<file path="src/rtl/errmon_pkg.sv">
// Shared types for the two-rail error monitor sink.
// Holds the channel-state encoding, the out_src codes and the two-rail decode helper.
// Pure declarations: no latency, no backpressure.
package errmon_pkg;

    typedef enum logic [1:0] {
        ST_OK      = 2'b00,
        ST_SUSPECT = 2'b01,
        ST_FAILED  = 2'b10
    } chan_state_e;

    localparam logic [1:0] SRC_X    = 2'b00;
    localparam logic [1:0] SRC_Y    = 2'b01;
    localparam logic [1:0] SRC_NONE = 2'b10;

    // A two-rail pair is a valid code word only when its rails differ;
    // 00 and 11 mean the checker upstream saw a fault.
    function automatic logic is_noncode(input logic [1:0] e);
        return (e[0] == e[1]);
    endfunction

endpackage

</file>
<file path="src/rtl/errmon_two_rail_sink_if.sv">
// Bundle of the upstream sample, downstream result and status signals of the sink.
// No logic; latency and backpressure are those of the attached sink.
// master = the environment (upstream + downstream), slave = errmon_two_rail_sink.
// Optional syn/syn_valid members exist only when ERRMON_SYNDROME_LOG_EN is defined.
interface errmon_two_rail_sink_if #(
    parameter int CNT_W = 8
) ();
    logic             in_valid;
    logic             in_ready;
    logic [2:0]       x_sum;
    logic [2:0]       y_sum;
    logic             x_cout;
    logic             y_cout;
    logic [1:0]       x_err;
    logic [1:0]       y_err;
    logic             clr_cnt;
    logic             out_valid;
    logic             out_ready;
    logic [2:0]       out_sum;
    logic             out_cout;
    logic [1:0]       out_src;
    logic             out_fatal;
    logic             out_disagree;
    logic [1:0]       x_state;
    logic [1:0]       y_state;
    logic [CNT_W-1:0] x_err_cnt;
    logic [CNT_W-1:0] y_err_cnt;
`ifdef ERRMON_SYNDROME_LOG_EN
    logic             syn_valid;
    logic [3:0]       syn;

    modport master (
        output in_valid, x_sum, y_sum, x_cout, y_cout, x_err, y_err, clr_cnt, out_ready,
        input  in_ready, out_valid, out_sum, out_cout, out_src, out_fatal, out_disagree,
               x_state, y_state, x_err_cnt, y_err_cnt, syn_valid, syn
    );
    modport slave (
        input  in_valid, x_sum, y_sum, x_cout, y_cout, x_err, y_err, clr_cnt, out_ready,
        output in_ready, out_valid, out_sum, out_cout, out_src, out_fatal, out_disagree,
               x_state, y_state, x_err_cnt, y_err_cnt, syn_valid, syn
    );
`else
    modport master (
        output in_valid, x_sum, y_sum, x_cout, y_cout, x_err, y_err, clr_cnt, out_ready,
        input  in_ready, out_valid, out_sum, out_cout, out_src, out_fatal, out_disagree,
               x_state, y_state, x_err_cnt, y_err_cnt
    );
    modport slave (
        input  in_valid, x_sum, y_sum, x_cout, y_cout, x_err, y_err, clr_cnt, out_ready,
        output in_ready, out_valid, out_sum, out_cout, out_src, out_fatal, out_disagree,
               x_state, y_state, x_err_cnt, y_err_cnt
    );
`endif
endinterface

</file>
<file path="src/rtl/errmon_chan_fsm.sv">
// Per-channel fault classifier (OK/SUSPECT/FAILED) plus saturating error counter.
// State and counter update on the accepting edge, visible the following cycle.
// No handshake of its own: it advances only when the parent asserts accept.
// Ports: clk, rst (sync, active high), accept, err, clr_cnt in; state, err_cnt out.
module errmon_chan_fsm
    import errmon_pkg::*;
#(
    parameter int CNT_W          = 8,
    parameter int FAIL_THRESH    = 4,
    parameter int RECOVER_THRESH = 16
) (
    input  logic             clk,
    input  logic             rst,
    input  logic             accept,
    input  logic             err,
    input  logic             clr_cnt,
    output chan_state_e      state,
    output logic [CNT_W-1:0] err_cnt
);

    localparam logic [8:0] FAIL_T    = 9'(FAIL_THRESH);
    localparam logic [8:0] RECOVER_T = 9'(RECOVER_THRESH);

    chan_state_e      state_q, state_d;
    logic [7:0]       run_err_q, run_err_d;
    logic [7:0]       run_ok_q, run_ok_d;
    logic [CNT_W-1:0] cnt_q, cnt_d;
    logic [8:0]       run_err_inc;
    logic [8:0]       run_ok_inc;

    // One bit of headroom so the threshold compare never sees a wrapped value.
    assign run_err_inc = {1'b0, run_err_q} + 9'd1;
    assign run_ok_inc  = {1'b0, run_ok_q} + 9'd1;

    always_ff @(posedge clk) begin
        if (rst) begin
            state_q   <= ST_OK;
            run_err_q <= '0;
            run_ok_q  <= '0;
            cnt_q     <= '0;
        end else begin
            state_q   <= state_d;
            run_err_q <= run_err_d;
            run_ok_q  <= run_ok_d;
            cnt_q     <= cnt_d;
        end
    end

    always_comb begin
        state_d   = state_q;
        run_err_d = run_err_q;
        run_ok_d  = run_ok_q;
        cnt_d     = cnt_q;
        if (accept) begin
            case (state_q)
                ST_OK: begin
                    if (err) begin
                        state_d   = ST_SUSPECT;
                        run_err_d = 8'd1;
                    end
                end
                ST_SUSPECT: begin
                    if (!err) begin
                        state_d   = ST_OK;
                        run_err_d = '0;
                    end else if (run_err_inc >= FAIL_T) begin
                        state_d   = ST_FAILED;
                        run_err_d = '0;
                        run_ok_d  = '0;
                    end else begin
                        run_err_d = run_err_inc[7:0];
                    end
                end
                ST_FAILED: begin
                    if (err) begin
                        run_ok_d = '0;
                    end else if (run_ok_inc >= RECOVER_T) begin
                        state_d  = ST_OK;
                        run_ok_d = '0;
                    end else begin
                        run_ok_d = run_ok_inc[7:0];
                    end
                end
                default: begin
                    state_d   = ST_OK;
                    run_err_d = '0;
                    run_ok_d  = '0;
                end
            endcase
            if (err && (cnt_q != '1)) begin
                cnt_d = cnt_q + 1'b1;
            end
        end
        // Clear wins over a same-cycle increment.
        if (clr_cnt) begin
            cnt_d = '0;
        end
    end

    always_comb begin
        state   = state_q;
        err_cnt = cnt_q;
    end

endmodule

</file>
<file path="src/rtl/errmon_two_rail_sink.sv">
// Registers X/Y adder results, picks a trustworthy one and tracks per-channel faults.
// Latency 1 cycle through a single output register; full throughput with out_ready high.
// Stalls (in_ready low, outputs frozen) while the output register is held by !out_ready.
// Ports: clk, rst (sync, active high); bus = errmon_two_rail_sink_if.slave.
// Macro ERRMON_SYNDROME_LOG_EN adds a first-error syndrome capture (syn, syn_valid).
module errmon_two_rail_sink
    import errmon_pkg::*;
#(
    parameter int CNT_W          = 8,
    parameter int FAIL_THRESH    = 4,
    parameter int RECOVER_THRESH = 16
) (
    input logic                   clk,
    input logic                   rst,
    errmon_two_rail_sink_if.slave bus
);

    logic        accept;
    logic        in_ready;
    logic        x_bad, y_bad;
    logic        x_use, y_use;
    logic        disagree;
    logic        fsm_accept;
    chan_state_e x_state, y_state;

    logic       out_valid_q, out_valid_d;
    logic [2:0] out_sum_q, out_sum_d;
    logic       out_cout_q, out_cout_d;
    logic [1:0] out_src_q, out_src_d;
    logic       out_fatal_q, out_fatal_d;
    logic       out_dis_q, out_dis_d;

    assign in_ready = !rst && (!out_valid_q || bus.out_ready);
    assign accept   = bus.in_valid && in_ready;

    assign x_bad = is_noncode(bus.x_err);
    assign y_bad = is_noncode(bus.y_err);

    // Selection looks at the state registered before this edge, so a channel
    // that fails on this sample is only excluded from the next one on.
    assign x_use = !x_bad && (x_state != ST_FAILED);
    assign y_use = !y_bad && (y_state != ST_FAILED);

    assign disagree = !x_bad && !y_bad &&
                      ({bus.x_cout, bus.x_sum} != {bus.y_cout, bus.y_sum});

    // A disagreeing pair carries no evidence about which channel is faulty,
    // so it leaves both classifiers untouched.
    assign fsm_accept = accept && !disagree;

    errmon_chan_fsm #(
        .CNT_W         (CNT_W),
        .FAIL_THRESH   (FAIL_THRESH),
        .RECOVER_THRESH(RECOVER_THRESH)
    ) u_x_fsm (
        .clk    (clk),
        .rst    (rst),
        .accept (fsm_accept),
        .err    (x_bad),
        .clr_cnt(bus.clr_cnt),
        .state  (x_state),
        .err_cnt(bus.x_err_cnt)
    );

    errmon_chan_fsm #(
        .CNT_W         (CNT_W),
        .FAIL_THRESH   (FAIL_THRESH),
        .RECOVER_THRESH(RECOVER_THRESH)
    ) u_y_fsm (
        .clk    (clk),
        .rst    (rst),
        .accept (fsm_accept),
        .err    (y_bad),
        .clr_cnt(bus.clr_cnt),
        .state  (y_state),
        .err_cnt(bus.y_err_cnt)
    );

    always_comb begin
        out_valid_d = out_valid_q;
        out_sum_d   = out_sum_q;
        out_cout_d  = out_cout_q;
        out_src_d   = out_src_q;
        out_fatal_d = out_fatal_q;
        out_dis_d   = out_dis_q;
        if (accept) begin
            out_valid_d = 1'b1;
            out_dis_d   = disagree;
            if (x_use) begin
                out_sum_d   = bus.x_sum;
                out_cout_d  = bus.x_cout;
                out_src_d   = SRC_X;
                out_fatal_d = 1'b0;
            end else if (y_use) begin
                out_sum_d   = bus.y_sum;
                out_cout_d  = bus.y_cout;
                out_src_d   = SRC_Y;
                out_fatal_d = 1'b0;
            end else begin
                out_sum_d   = '0;
                out_cout_d  = 1'b0;
                out_src_d   = SRC_NONE;
                out_fatal_d = 1'b1;
            end
        end else if (bus.out_ready) begin
            out_valid_d = 1'b0;
        end
    end

    always_ff @(posedge clk) begin
        if (rst) begin
            out_valid_q <= 1'b0;
            out_sum_q   <= '0;
            out_cout_q  <= 1'b0;
            out_src_q   <= SRC_X;
            out_fatal_q <= 1'b0;
            out_dis_q   <= 1'b0;
        end else begin
            out_valid_q <= out_valid_d;
            out_sum_q   <= out_sum_d;
            out_cout_q  <= out_cout_d;
            out_src_q   <= out_src_d;
            out_fatal_q <= out_fatal_d;
            out_dis_q   <= out_dis_d;
        end
    end

    assign bus.in_ready     = in_ready;
    assign bus.out_valid    = out_valid_q;
    assign bus.out_sum      = out_sum_q;
    assign bus.out_cout     = out_cout_q;
    assign bus.out_src      = out_src_q;
    assign bus.out_fatal    = out_fatal_q;
    assign bus.out_disagree = out_dis_q;
    assign bus.x_state      = x_state;
    assign bus.y_state      = y_state;

`ifdef ERRMON_SYNDROME_LOG_EN
    logic       syn_valid_q, syn_valid_d;
    logic [3:0] syn_q, syn_d;

    // Only the first faulty sample is kept; later ones are ignored until cleared.
    always_comb begin
        syn_valid_d = syn_valid_q;
        syn_d       = syn_q;
        if (bus.clr_cnt) begin
            syn_valid_d = 1'b0;
            syn_d       = '0;
        end else if (accept && (x_bad || y_bad) && !syn_valid_q) begin
            syn_valid_d = 1'b1;
            syn_d       = {bus.y_err, bus.x_err};
        end
    end

    always_ff @(posedge clk) begin
        if (rst) begin
            syn_valid_q <= 1'b0;
            syn_q       <= '0;
        end else begin
            syn_valid_q <= syn_valid_d;
            syn_q       <= syn_d;
        end
    end

    assign bus.syn_valid = syn_valid_q;
    assign bus.syn       = syn_q;
`endif

endmodule

</file>
<file path="src/flat_wrapper.sv">
// flat-port wrapper written by rule: the top's interface ports become plain ports
module errmon_two_rail_sink_flat import errmon_pkg::*;
#(
    parameter int CNT_W          = 8,
    parameter int FAIL_THRESH    = 4,
    parameter int RECOVER_THRESH = 16
)
  (clk, rst, bus_in_valid, bus_x_sum, bus_y_sum, bus_x_cout, bus_y_cout, bus_x_err, bus_y_err, bus_clr_cnt, bus_out_ready, bus_in_ready, bus_out_valid, bus_out_sum, bus_out_cout, bus_out_src, bus_out_fatal, bus_out_disagree, bus_x_state, bus_y_state, bus_x_err_cnt, bus_y_err_cnt);
  errmon_two_rail_sink_if #(.CNT_W(CNT_W)) bus_i ();
  input logic clk;
  input logic rst;
  input wire logic [$bits(bus_i.in_valid)-1:0] bus_in_valid;
  input wire logic [$bits(bus_i.x_sum)-1:0] bus_x_sum;
  input wire logic [$bits(bus_i.y_sum)-1:0] bus_y_sum;
  input wire logic [$bits(bus_i.x_cout)-1:0] bus_x_cout;
  input wire logic [$bits(bus_i.y_cout)-1:0] bus_y_cout;
  input wire logic [$bits(bus_i.x_err)-1:0] bus_x_err;
  input wire logic [$bits(bus_i.y_err)-1:0] bus_y_err;
  input wire logic [$bits(bus_i.clr_cnt)-1:0] bus_clr_cnt;
  input wire logic [$bits(bus_i.out_ready)-1:0] bus_out_ready;
  output wire logic [$bits(bus_i.in_ready)-1:0] bus_in_ready;
  output wire logic [$bits(bus_i.out_valid)-1:0] bus_out_valid;
  output wire logic [$bits(bus_i.out_sum)-1:0] bus_out_sum;
  output wire logic [$bits(bus_i.out_cout)-1:0] bus_out_cout;
  output wire logic [$bits(bus_i.out_src)-1:0] bus_out_src;
  output wire logic [$bits(bus_i.out_fatal)-1:0] bus_out_fatal;
  output wire logic [$bits(bus_i.out_disagree)-1:0] bus_out_disagree;
  output wire logic [$bits(bus_i.x_state)-1:0] bus_x_state;
  output wire logic [$bits(bus_i.y_state)-1:0] bus_y_state;
  output wire logic [$bits(bus_i.x_err_cnt)-1:0] bus_x_err_cnt;
  output wire logic [$bits(bus_i.y_err_cnt)-1:0] bus_y_err_cnt;
  assign bus_i.in_valid = bus_in_valid;
  assign bus_i.x_sum = bus_x_sum;
  assign bus_i.y_sum = bus_y_sum;
  assign bus_i.x_cout = bus_x_cout;
  assign bus_i.y_cout = bus_y_cout;
  assign bus_i.x_err = bus_x_err;
  assign bus_i.y_err = bus_y_err;
  assign bus_i.clr_cnt = bus_clr_cnt;
  assign bus_i.out_ready = bus_out_ready;
  assign bus_in_ready = bus_i.in_ready;
  assign bus_out_valid = bus_i.out_valid;
  assign bus_out_sum = bus_i.out_sum;
  assign bus_out_cout = bus_i.out_cout;
  assign bus_out_src = bus_i.out_src;
  assign bus_out_fatal = bus_i.out_fatal;
  assign bus_out_disagree = bus_i.out_disagree;
  assign bus_x_state = bus_i.x_state;
  assign bus_y_state = bus_i.y_state;
  assign bus_x_err_cnt = bus_i.x_err_cnt;
  assign bus_y_err_cnt = bus_i.y_err_cnt;
  errmon_two_rail_sink #(.CNT_W(CNT_W), .FAIL_THRESH(FAIL_THRESH), .RECOVER_THRESH(RECOVER_THRESH)) u_core (.clk(clk), .rst(rst), .bus(bus_i));
endmodule
</file>
<file path="config.mk">
export PLATFORM = sky130hd
export DESIGN_NAME = errmon_two_rail_sink_flat
export DESIGN_NICKNAME = d
export VERILOG_FILES = /design/src/rtl/errmon_pkg.sv /design/src/rtl/errmon_two_rail_sink_if.sv /design/src/rtl/errmon_chan_fsm.sv /design/src/rtl/errmon_two_rail_sink.sv /design/src/flat_wrapper.sv
export SDC_FILE = /design/constraint.sdc
export NUM_CORES = 1
export LEC_CHECK = 0
export ABC_AREA = 1
export CORE_AREA = 2 2 82 84
export CTS_CLUSTER_SIZE = 14
export DETAILED_ROUTE_END_ITERATION = 7
export DIE_AREA = 0 0 84 86
export PLACE_DENSITY = 0.86
export SLEW_MARGIN = 0
export SYNTH_ARGS = -nofsm -noshare
export SYNTH_HDL_FRONTEND = slang
export SYNTH_SLANG_ARGS = --single-unit
</file>
<file path="constraint.sdc">
create_clock -name clk -period 4.4 [get_ports clk]
set_clock_uncertainty 0.15 [all_clocks]
set_input_delay 0.44 -clock clk [delete_from_list [all_inputs] [get_ports clk]]
set_output_delay 0.44 -clock clk [all_outputs]
set_load 0.01 [all_outputs]
</file>
* Word-level counts from Yosys, hierarchy flattened *
Index checks and enable logic that the tools add are counted.

storage, ports and cells
  flip-flop bits (word level) = 61
  input port bits = 17
  output and inout bits = 30
  word-level logic and storage cells = 118

operators by class
  add/sub/neg operators = 6
  order comparisons = 4
  equality and inequality tests = 23
  mux-type cells = 40
  bitwise gates (word level) = 4
  reductions and logical operators = 27

operators with widths
  cell                                                 number
  two-way mux 8 bit                                    14
  one-hot mux 8 bit (3 select lines)                   4
  adder 8 x 1 -> 9 bit, second input constant          4
  two-way mux 2 bit                                    12
  inequality test 2 bit, second input constant         12
  >= comparator 9 x 3 -> 1 bit, second input constant  2
  >= comparator 9 x 5 -> 1 bit, second input constant  2
  adder 8 x 1 -> 8 bit, second input constant          2
  inequality test 8 bit, second input constant         2
  one-hot mux 2 bit (3 select lines)                   2
  AND reduction 5 bit                                  2
  logical AND 1 bit                                    9
  AND reduction 4 bit                                  2
  two-way mux 1 bit                                    6
  two-way mux 3 bit                                    2
  inequality test 3 bit, second input constant         2
  AND reduction 3 bit                                  2
  zero test 1 bit                                      5
  == test 2 x 1 -> 1 bit, second input constant        2
  == test 2 bit, second input constant                 2
  zero test 2 bit                                      2
  inequality test 4 bit                                1
  inverter 1 bit                                       4
  AND reduction 2 bit                                  2
  other kinds (4)                                      5

* Depth between registers and ports, before layout *
Gate-level depths: netlist of run 1.

  word-level depth = 7
  mapped depth = 14
  gate-level depth less buffers = 13

* By module *
From an unflattened synthesis of run 1, not the netlist that was laid out.

second synthesis, totals
  cells, all modules = 501
  area total of the unflattened synthesis = 3469.6 µm²

modules (own cells, without submodules)
  module                             instances  cells an instance  area an instance (µm²)  sequential area each (µm²)
  errmon_chan_fsm at u_core.u_y_fsm  1          221                1492.7                  520.5
  errmon_chan_fsm at u_core.u_x_fsm  1          193                1385.1                  520.5
  errmon_two_rail_sink               1          87                 591.8                   160.2

* Least setup slack after synthesis of run 1 *
No wires, ideal clock.

  kind = input to register
  from = input bus_out_ready
  to = register u_core.u_x_fsm.run_ok_q[0]
  library setup time = 0.113 ns
  data arrival time = 1.426 ns
  required time = 4.137 ns
  setup slack = 2.711 ns
  stages on the path = 10
  buffers on the path = 1
  cells stage by stage = nor2_1 nor2_2 nand2_1 inv_2 nand2_8 nor2_4 nand3_2 buf_6 nor2_1 nor2_1

between the ends
  longest elaborated chain between the ends = 5

RTL lines
  element                               RTL line                    RTL
  from (decl)                           flat_wrapper.sv:20          input wire logic [$bits(bus_i.out_ready)-1:0] bus_out_ready;
  logical OR 1 bit                      errmon_two_rail_sink.sv:33  assign in_ready = !rst && (!out_valid_q || bus.out_ready);
  logical AND 1 bit                     errmon_two_rail_sink.sv:33
  net bus_in_ready                      flat_wrapper.sv:21          output wire logic [$bits(bus_i.in_ready)-1:0] bus_in_ready;
  logical AND 1 bit                     errmon_two_rail_sink.sv:34  assign accept = bus.in_valid && in_ready;
  logical AND 1 bit                     errmon_two_rail_sink.sv:49  assign fsm_accept = accept && !disagree;
  AND reduction 4 bit (no source line)  n/a
  to (signal assigned)                  errmon_chan_fsm.sv:44       run_ok_q <= run_ok_d;
  to (decl)                             errmon_chan_fsm.sv:26       logic [7:0] run_ok_q, run_ok_d;

The timed path passes the listed nets, and every way through them passes these cells.
A chain may end at the register's enable or synchronous reset.

* Final worst setup path of run 1 *
  from = input rst
  to = output bus_in_ready

between the ends
  longest elaborated chain between the ends = 2

RTL lines
  element            RTL line                    RTL
  from (decl)        flat_wrapper.sv:11          input logic rst;
  zero test 1 bit    errmon_two_rail_sink.sv:33
  logical AND 1 bit  errmon_two_rail_sink.sv:33
  to (decl)          flat_wrapper.sv:21

Every way passes these cells.

==> results of run 1 <==
[registers in the layout (all words and copies together) (netlist names), 2 cells and up]
name and cells:
u_core.u_y_fsm.run_ok_q 8, u_core.u_x_fsm.err_cnt 8, u_core.u_x_fsm.run_ok_q 8, u_core.u_x_fsm.state 2, u_core.u_x_fsm.run_err_q 8, u_core.u_y_fsm.state 2
u_core.u_y_fsm.run_err_q 8, u_core.u_y_fsm.err_cnt 8, u_core.bus.out_sum 3
[cell usage after synthesis (all sizes together)]
master,count,area (um^2)
o21ai,10,50.1
nor2,75,312
nor4,1,6.26
o21bai,1,7.51
a31oi,2,12.5
nand2,128,531
nand3,67,345
nand3b,4,42.5
inv,88,333
nand4,8,50.1
xor2,13,114
buf,5,35.0
a21oi,26,138
dfxtp,60,1200
ha,8,100
xnor2,4,35.0
o31ai,1,7.51
or2,2,15.0
nor3,13,65.1
clkbuf,4,15.0
[kinds of logic after synthesis]
logic type / after synthesis / share of synthesized area
AO/OA/AOI/OAI: 40 / 0.0630
XOR/XNOR: 17 / 0.0436
adder cells (fa/ha/maj): 8 / 0.0293
buffers and inverters: 97 / 0.112
flip-flops: 60 / 0.352
AND/OR/NAND/NOR: 298 / 0.400
[report_power, final]
group / switching [uW] / internal [uW] / total (uW) / leakage [uW]
clock network: 217 / 407 / 624 / 0.000127
registers: 11.5 / 555 / 566 / 0.000485
logic: 89.3 / 60.0 / 149 / 0.00135
[through the flow]
step,setup WS [ns],utilization,cells
global route,1.70,0.665,650
CTS,1.90,0.665,650
global placement,1.67,0.625,634
floorplan,2.71,-,520
finish,1.90,0.665,650
detailed placement,1.57,0.625,634
[final cells by class]
type                            instances  area share
Multi-Input combinational cell        363       0.439
Sequential cell                        60       0.288
Timing Repair Buffer                   46       0.110
Inverter                               88      0.0798
Clock buffer                           12      0.0372
Tap cell                               77      0.0231
Clock inverter                          4      0.0228
[metal layers]
metal,global-route usage,vias up
li1,-,1724
met1,0.270,1555
met2,0.389,102
met3,0.0635,16
met4,0.0850,0
met5,0,-
[worst max-delay path, delay by kind of cell]
family        cells  cell delay (ns)
buf+inv           2             1.24
simple gates      1             0.22
[worst max-delay path by stage]
stage / end / slack [ns] / cells after the start
2_1_floorplan: u_core.u_x_fsm.run_ok_q[0]$_SDFFE_PP0P_ / 2.71 / 10
3_3_place_gp: u_core.u_y_fsm.err_cnt[0]$_SDFFE_PP0P_ / 1.67 / 9
3_5_place_dp: u_core.u_y_fsm.err_cnt[0]$_SDFFE_PP0P_ / 1.57 / 9
4_1_cts: bus_in_ready / 1.90 / 3
5_1_grt: u_core.u_x_fsm.run_ok_q[3]$_SDFFE_PP0P_ / 1.70 / 10
6_report: bus_in_ready / 1.90 / 3
==> results by group, run 1 <==
Clock tree
  – Clock Sinks: 60
  – Clock-pin slew on the worst setup and hold paths: 0.07 ns
  – Root Driver: clkbuf_8
  – H-Tree Level Count: 3
  – Post-CTS Setup Bufs: 0
  – CTS tree: built
  – CTS Buffer Depth: 2
  – Hold-fix buffers, CTS: 0
  – CTS resizes: 0
  – TritonCTS Buffers: 9
  – Clk_lat worst skew: ~0.34 ns

Die
  – Starting density of the core: 0.544
  – Die Footprint: approximately 7200 um^2
  – Die X: 84 um
  – Die Span Y: between 80 and 90 um
  – IO Pins: 47
  – Core area: approximately 6300 um^2
  – FP Rows: 29

Place
  – Post-detail-place hpwl: 5540 um
  – Placed cell area: between 3000 and 4000 um^2
  – RD Place Congestion: between 0.8 and 0.9
  – Buffers on Ports: 46

Min path
  – Worst Hold Launch: u_core.u_x_fsm.run_ok_q[7]$_SDFFE_PP0P_
  – Worst Hold Depth: 2
  – Worst hold path endpoint: u_core.u_x_fsm.run_ok_q[7]$_SDFFE_PP0P_
  – Worst Hold Class: reg -> reg

Worst setup path
  – R2r endpoint: u_core.u_y_fsm.err_cnt[0]$_SDFFE_PP0P_
  – CP Capture Type: primary output
  – Flop2flop setup slack: around 2.4 ns
  – WS Path Type: in -> out
  – Reg2reg path depth: 10
  – Critical Path Source Type: input pin
  – Worst-path fanout max: 14
  – Crit path max-delay cell type: clkdlybuf4s50_1
  – Crit path arrival time: between 1.5 and 2 ns
  – Worst EP required: about 3.8 ns
  – Max incr delay on CP: a little under 0.7 ns
  – Critical path startpoint: rst
  – Crit-path cells: clkdlybuf4s50_1, nor2_2, clkdlybuf4s50_1
  – Most frequent CP cell: clkdlybuf4s50_1
  – RR Startpoint: u_core.bus.out_valid$_SDFFE_PP0P_

Timing
  – Setup violators final: 0
  – Final min period: 2.50 ns
  – Slew @ Worst Pin: around 1.0 ns
  – Tcrit/Tclk final: 0.567
  – Hold Slack: between 0.3 and 0.4 ns
  – Setup TNS: 0 ns
  – Fmax: roughly 400 MHz
  – Worst slew margin: 0.329
  – Pins Over Slew Limit: 0
  – Hold Violations, Final: 0
  – RSZ-0062 raised after global routing: no

Routing
  – M1 WL: between 3000 and 4000 um
  – Drt pass-1 iters: 5
  – Total wire length: 7950 um
  – WL/cell: approximately 12 um
  – Vias/cell: ~5.2
  – Met3 routed WL: about 460 um
  – Post-detailed-route count of antenna-violating nets: 0
  – Vias: ~3400
  – DR iter-0 viols: approximately 170
  – DRC viols: 0
  – Routed length on met2: a little under 4000 um
  – Top Layer Used: met4

Yosys
  – Post-Syn Area: ~3400 um^2
  – Sequential element share of the synthesized area: 0.352
  – Mean Syn Cell Area: ~6.6 um^2
  – Syn Nets: around 550
  – Count of cell types in the netlist: 34
  – #FFs+latches synth: 60
  – Ys Warns: 0
  – Mapped Cells: 520

Outcome
  – Outcome: finished clean

Power
  – Leakage: 0.00196 uW
  – Total power: between 1000 and 1500 uW
  – VDD IR max: roughly 0.00028 V
  – Power Density: between 300 and 400 nW/um^2

GRT
  – Vias in the first global route: 3111
  – Antenna violations before repair: 0
  – Largest net degree at the start of global routing: 34
  – First-pass GRT wire length: about 13000 um
  – GRT overflow: 0
  – Tot GR Track Use: 0.226

Final layout
  – Area of the multi-input gates: approximately 1800 um^2
  – N_diodes: 0
  – Share of cells above drive strength 1: 0.0663
  – Reg area: 1200 um^2
  – Fill count: approximately 530
  – Area delta synth->final: 22.2%
  – Post-route cell area: between 4000 and 5000 um^2
  – Commonest non-fill, non-tap cell in the layout: nand2_1
  – Layout net count: slightly below 600
  – Commonest non-fill, non-tap cells in the layout: nand2_1, inv_1, nor2_1

Run
  – Max Cap Viol: 0
(Power assumes the default switching activity.)
==> run 2, diff against run 1 <==
CORE_AREA = 2 2 86 88   (was 2 2 82 84)
DIE_AREA = 0 0 88 90   (was 0 0 84 86)
PLACE_DENSITY = 0.82   (was 0.86)
clock period = 2.1 ns   (was 4.4 ns; I/O delays follow)
==> run 2 against run 1 <==
Global-route usage shrank 1.7 points. Sequential share of layout area shrank 0.56 points. Clock-buffer cell count did not move. Worst hold slack better by 0.0012 ns. Setup slack got worse by 1.7 ns. Non-clock buffer count rose by 9. Clock power grew 86%. Via count is 1.6% lower. Register-to-register slack lost 2.2 ns.
==> results by group, run 2 (same netlist as run 1, synthesis figures left out) <==
Outcome
  – Outcome: finished clean (unchanged)

Die
  – Core area: 7020 um^2 (was 6280 um^2)
  – Die X: 88 um (was 84 um)
  – Die Span Y: 90 um (was 86 um)
  – Starting density of the core: 0.486 (was 0.544)
  – FP Rows: 31 (was 29)
  – IO Pins: 47 (unchanged)
  – Die Footprint: 7920 um^2 (was 7220 um^2)

Timing
  – Tcrit/Tclk final: 0.885
  – Hold Violations, Final: 0 (unchanged)
  – Setup TNS: 0 ns (unchanged)
  – Setup violators final: 0 (unchanged)
  – Pins Over Slew Limit: 0 (unchanged)
  – Slew @ Worst Pin: 0.466 ns (was 1.01 ns)
  – Worst slew margin: 0.689 (was 0.329)
  – Final min period: 1.86 ns
  – Fmax: between 500 and 600 MHz
  – RSZ-0062 raised after global routing: no (unchanged)
  – Hold Slack: 0.310 ns (was 0.309 ns)

Worst setup path
  – Critical Path Source Type: flip-flop (was input pin)
  – CP Capture Type: flip-flop (was primary output)
  – RR Startpoint: u_core.u_y_fsm.run_err_q[0]$_SDFFE_PP0P_ (was u_core.bus.out_valid$_SDFFE_PP0P_)
  – R2r endpoint: u_core.u_y_fsm.run_ok_q[2]$_SDFFE_PP0P_ (was u_core.u_y_fsm.err_cnt[0]$_SDFFE_PP0P_)
  – Worst-path fanout max: 10 (was 14)
  – Crit path arrival time: 1.94 ns (was 1.91 ns)
  – WS Path Type: reg -> reg (was in -> out)
  – Flop2flop setup slack: 0.24 ns (was 2.42 ns)
  – Reg2reg path depth: 12 (was 10)
  – Worst EP required: 2.18 ns (was 3.81 ns)

Clock tree
  – H-Tree Level Count: 3 (unchanged)
  – CTS tree: built (unchanged)
  – Root Driver: clkbuf_8 (unchanged)
  – Clock-pin slew on the worst setup and hold paths: 0.06 ns (was 0.07 ns)
  – TritonCTS Buffers: 9 (unchanged)
  – CTS Buffer Depth: 2 (unchanged)
  – Clk_lat worst skew: 0.34 ns (about the same)
  – Clock Sinks: 60 (unchanged)

Run
  – Max Cap Viol: 0 (unchanged)

Final layout
  – N_diodes: 0 (unchanged)
  – Commonest non-fill, non-tap cell in the layout: nand2_1 (unchanged)
  – Area delta synth->final: 24.6% (was 22.2%)
  – Commonest non-fill, non-tap cells in the layout: nand2_1, inv_1, nor2_1 (unchanged)
  – Reg area: 1200 um^2 (unchanged)
  – Layout net count: 602 (was 593)
  – Layout Utilization: 0.606 (was 0.665)
  – Area of the multi-input gates: 1840 um^2 (was 1830 um^2)
  – Share of cells above drive strength 1: 0.0790 (was 0.0663)
  – Fill count: 652 (was 526)

Power
  – VDD IR max: 0.000371 V (was 0.000275 V)
  – Leakage: 0.00198 uW (was 0.00196 uW)
  – Power Density: 629 nW/um^2 (was 321 nW/um^2)

Place
  – Buffers on Ports: 46 (unchanged)
  – RD Place Congestion: 0.863 (was 0.875)
  – Post-detail-place hpwl: 5620 um (was 5540 um)

GRT
  – Antenna violations before repair: 0 (unchanged)
  – Tot GR Track Use: 0.209 (was 0.226)
  – First-pass GRT wire length: 13500 um (was 13400 um)
  – GRT overflow: 0 (unchanged)
  – Vias in the first global route: 3157 (was 3111)
  – Largest net degree at the start of global routing: 23 (was 34)

Routing
  – Vias: 3342 (was 3397)
  – DR iter-0 viols: 173 (was 174)
  – Drt pass-1 iters: 4 (was 5)
  – Post-detailed-route count of antenna-violating nets: 0 (unchanged)
  – Vias/cell: 4.91 (was 5.23)
  – Total wire length: 7650 um (was 7950 um)
  – WL/cell: 11.2 um (was 12.2 um)
  – DRC viols: 0 (unchanged)

Min path
  – Worst hold path endpoint: u_core.u_y_fsm.run_ok_q[6]$_SDFFE_PP0P_ (was u_core.u_x_fsm.run_ok_q[7]$_SDFFE_PP0P_)
  – Worst Hold Launch: u_core.u_y_fsm.run_ok_q[6]$_SDFFE_PP0P_ (was u_core.u_x_fsm.run_ok_q[7]$_SDFFE_PP0P_)
  – Worst Hold Depth: 2 (unchanged)
  – Worst Hold Class: reg -> reg (unchanged)
[run 2: cell count changes in the layout (fill, tap and decap cells not counted)]
cell,before,now
nand3_2,2,1
bufinv_16,3,2
clkbuf_1,1,2
clkbuf_8,11,10
nand3_4,0,1
clkinvlp_4,0,1
buf_4,0,8
buf_12,0,1
[run 2: how the worst max path moves through the flow]
stage	from	end	cells after the start
floorplan	u_core.u_y_fsm.err_cnt[0]$_SDFFE_PP0P_	u_core.u_y_fsm.err_cnt[0]$_SDFFE_PP0P_	7
global placement	bus_x_sum[2]	u_core.u_y_fsm.run_ok_q[2]$_SDFFE_PP0P_	12
detailed placement	bus_x_sum[2]	u_core.u_y_fsm.run_ok_q[2]$_SDFFE_PP0P_	12
CTS	u_core.u_y_fsm.run_err_q[0]$_SDFFE_PP0P_	u_core.u_y_fsm.run_ok_q[2]$_SDFFE_PP0P_	12
global route	u_core.u_y_fsm.run_err_q[0]$_SDFFE_PP0P_	u_core.u_y_fsm.run_ok_q[1]$_SDFFE_PP0P_	13
finish	u_core.u_y_fsm.run_err_q[0]$_SDFFE_PP0P_	u_core.u_y_fsm.run_ok_q[2]$_SDFFE_PP0P_	12
[run 2: layout make-up]
| cell class | count | share of cell area |
|---|---|---|
| clock inverters | 4 | 0.0171 |
| flip-flops and latches | 60 | 0.282 |
| clock buffers | 12 | 0.0341 |
| multi-input cells | 363 | 0.432 |
| well taps | 99 | 0.0291 |
| repair buffers | 55 | 0.127 |
| inverters | 88 | 0.0782 |
[run 2: repair_timing]
item,CTS,global route
endpoints found under the setup margin,0,1
buffers inserted,0,0
gates resized for setup,0,1
hold buffers,0,0
[run 2: power breakdown]
group          internal, uW  leakage, uW  total, uW  switching (uW)
Clock                   700     0.000107       1160             456
Combinational           142      0.00139        333             191
Sequential             1160     0.000485       1190            23.6
Total                  2000      0.00198       2670             671
[run 2: metal layers]
metal / track usage / part of all wire / up-vias
li1: - / - / 1750
met2: 0.347 / 0.50 / 71
met1: 0.258 / 0.45 / 1509
met5: 0 / 0 / -
met3: 0.0606 / 0.043 / 12
met4: 0.0641 / 0.014 / 0
[run 2: worst max-delay path, stage by stage, from the launching register on]
cell,delay [ns]
dfxtp_1,0.40
ha_1,0.22
nand2_1,0.08
inv_1,0.08
nand2_1,0.05
nand2_1,0.05
nand2_1,0.04
nand2_1,0.10
inv_1,0.07
nand3_1,0.10
nand3_2,0.19
nor2_1,0.16
nor2_1,0.05
[run 2: metrics by stage]
step	area [um^2]	setup WS, ns	instances	total power, uW
after global placement	4030	0.0713	665	1530
after CTS	4250	0.251	681	2690
final	4250	0.242	681	2670
after detailed placement	4030	0.0290	665	1540
after floorplan	3410	0.465	520	1410
after global routing	4250	0.00417	681	2790
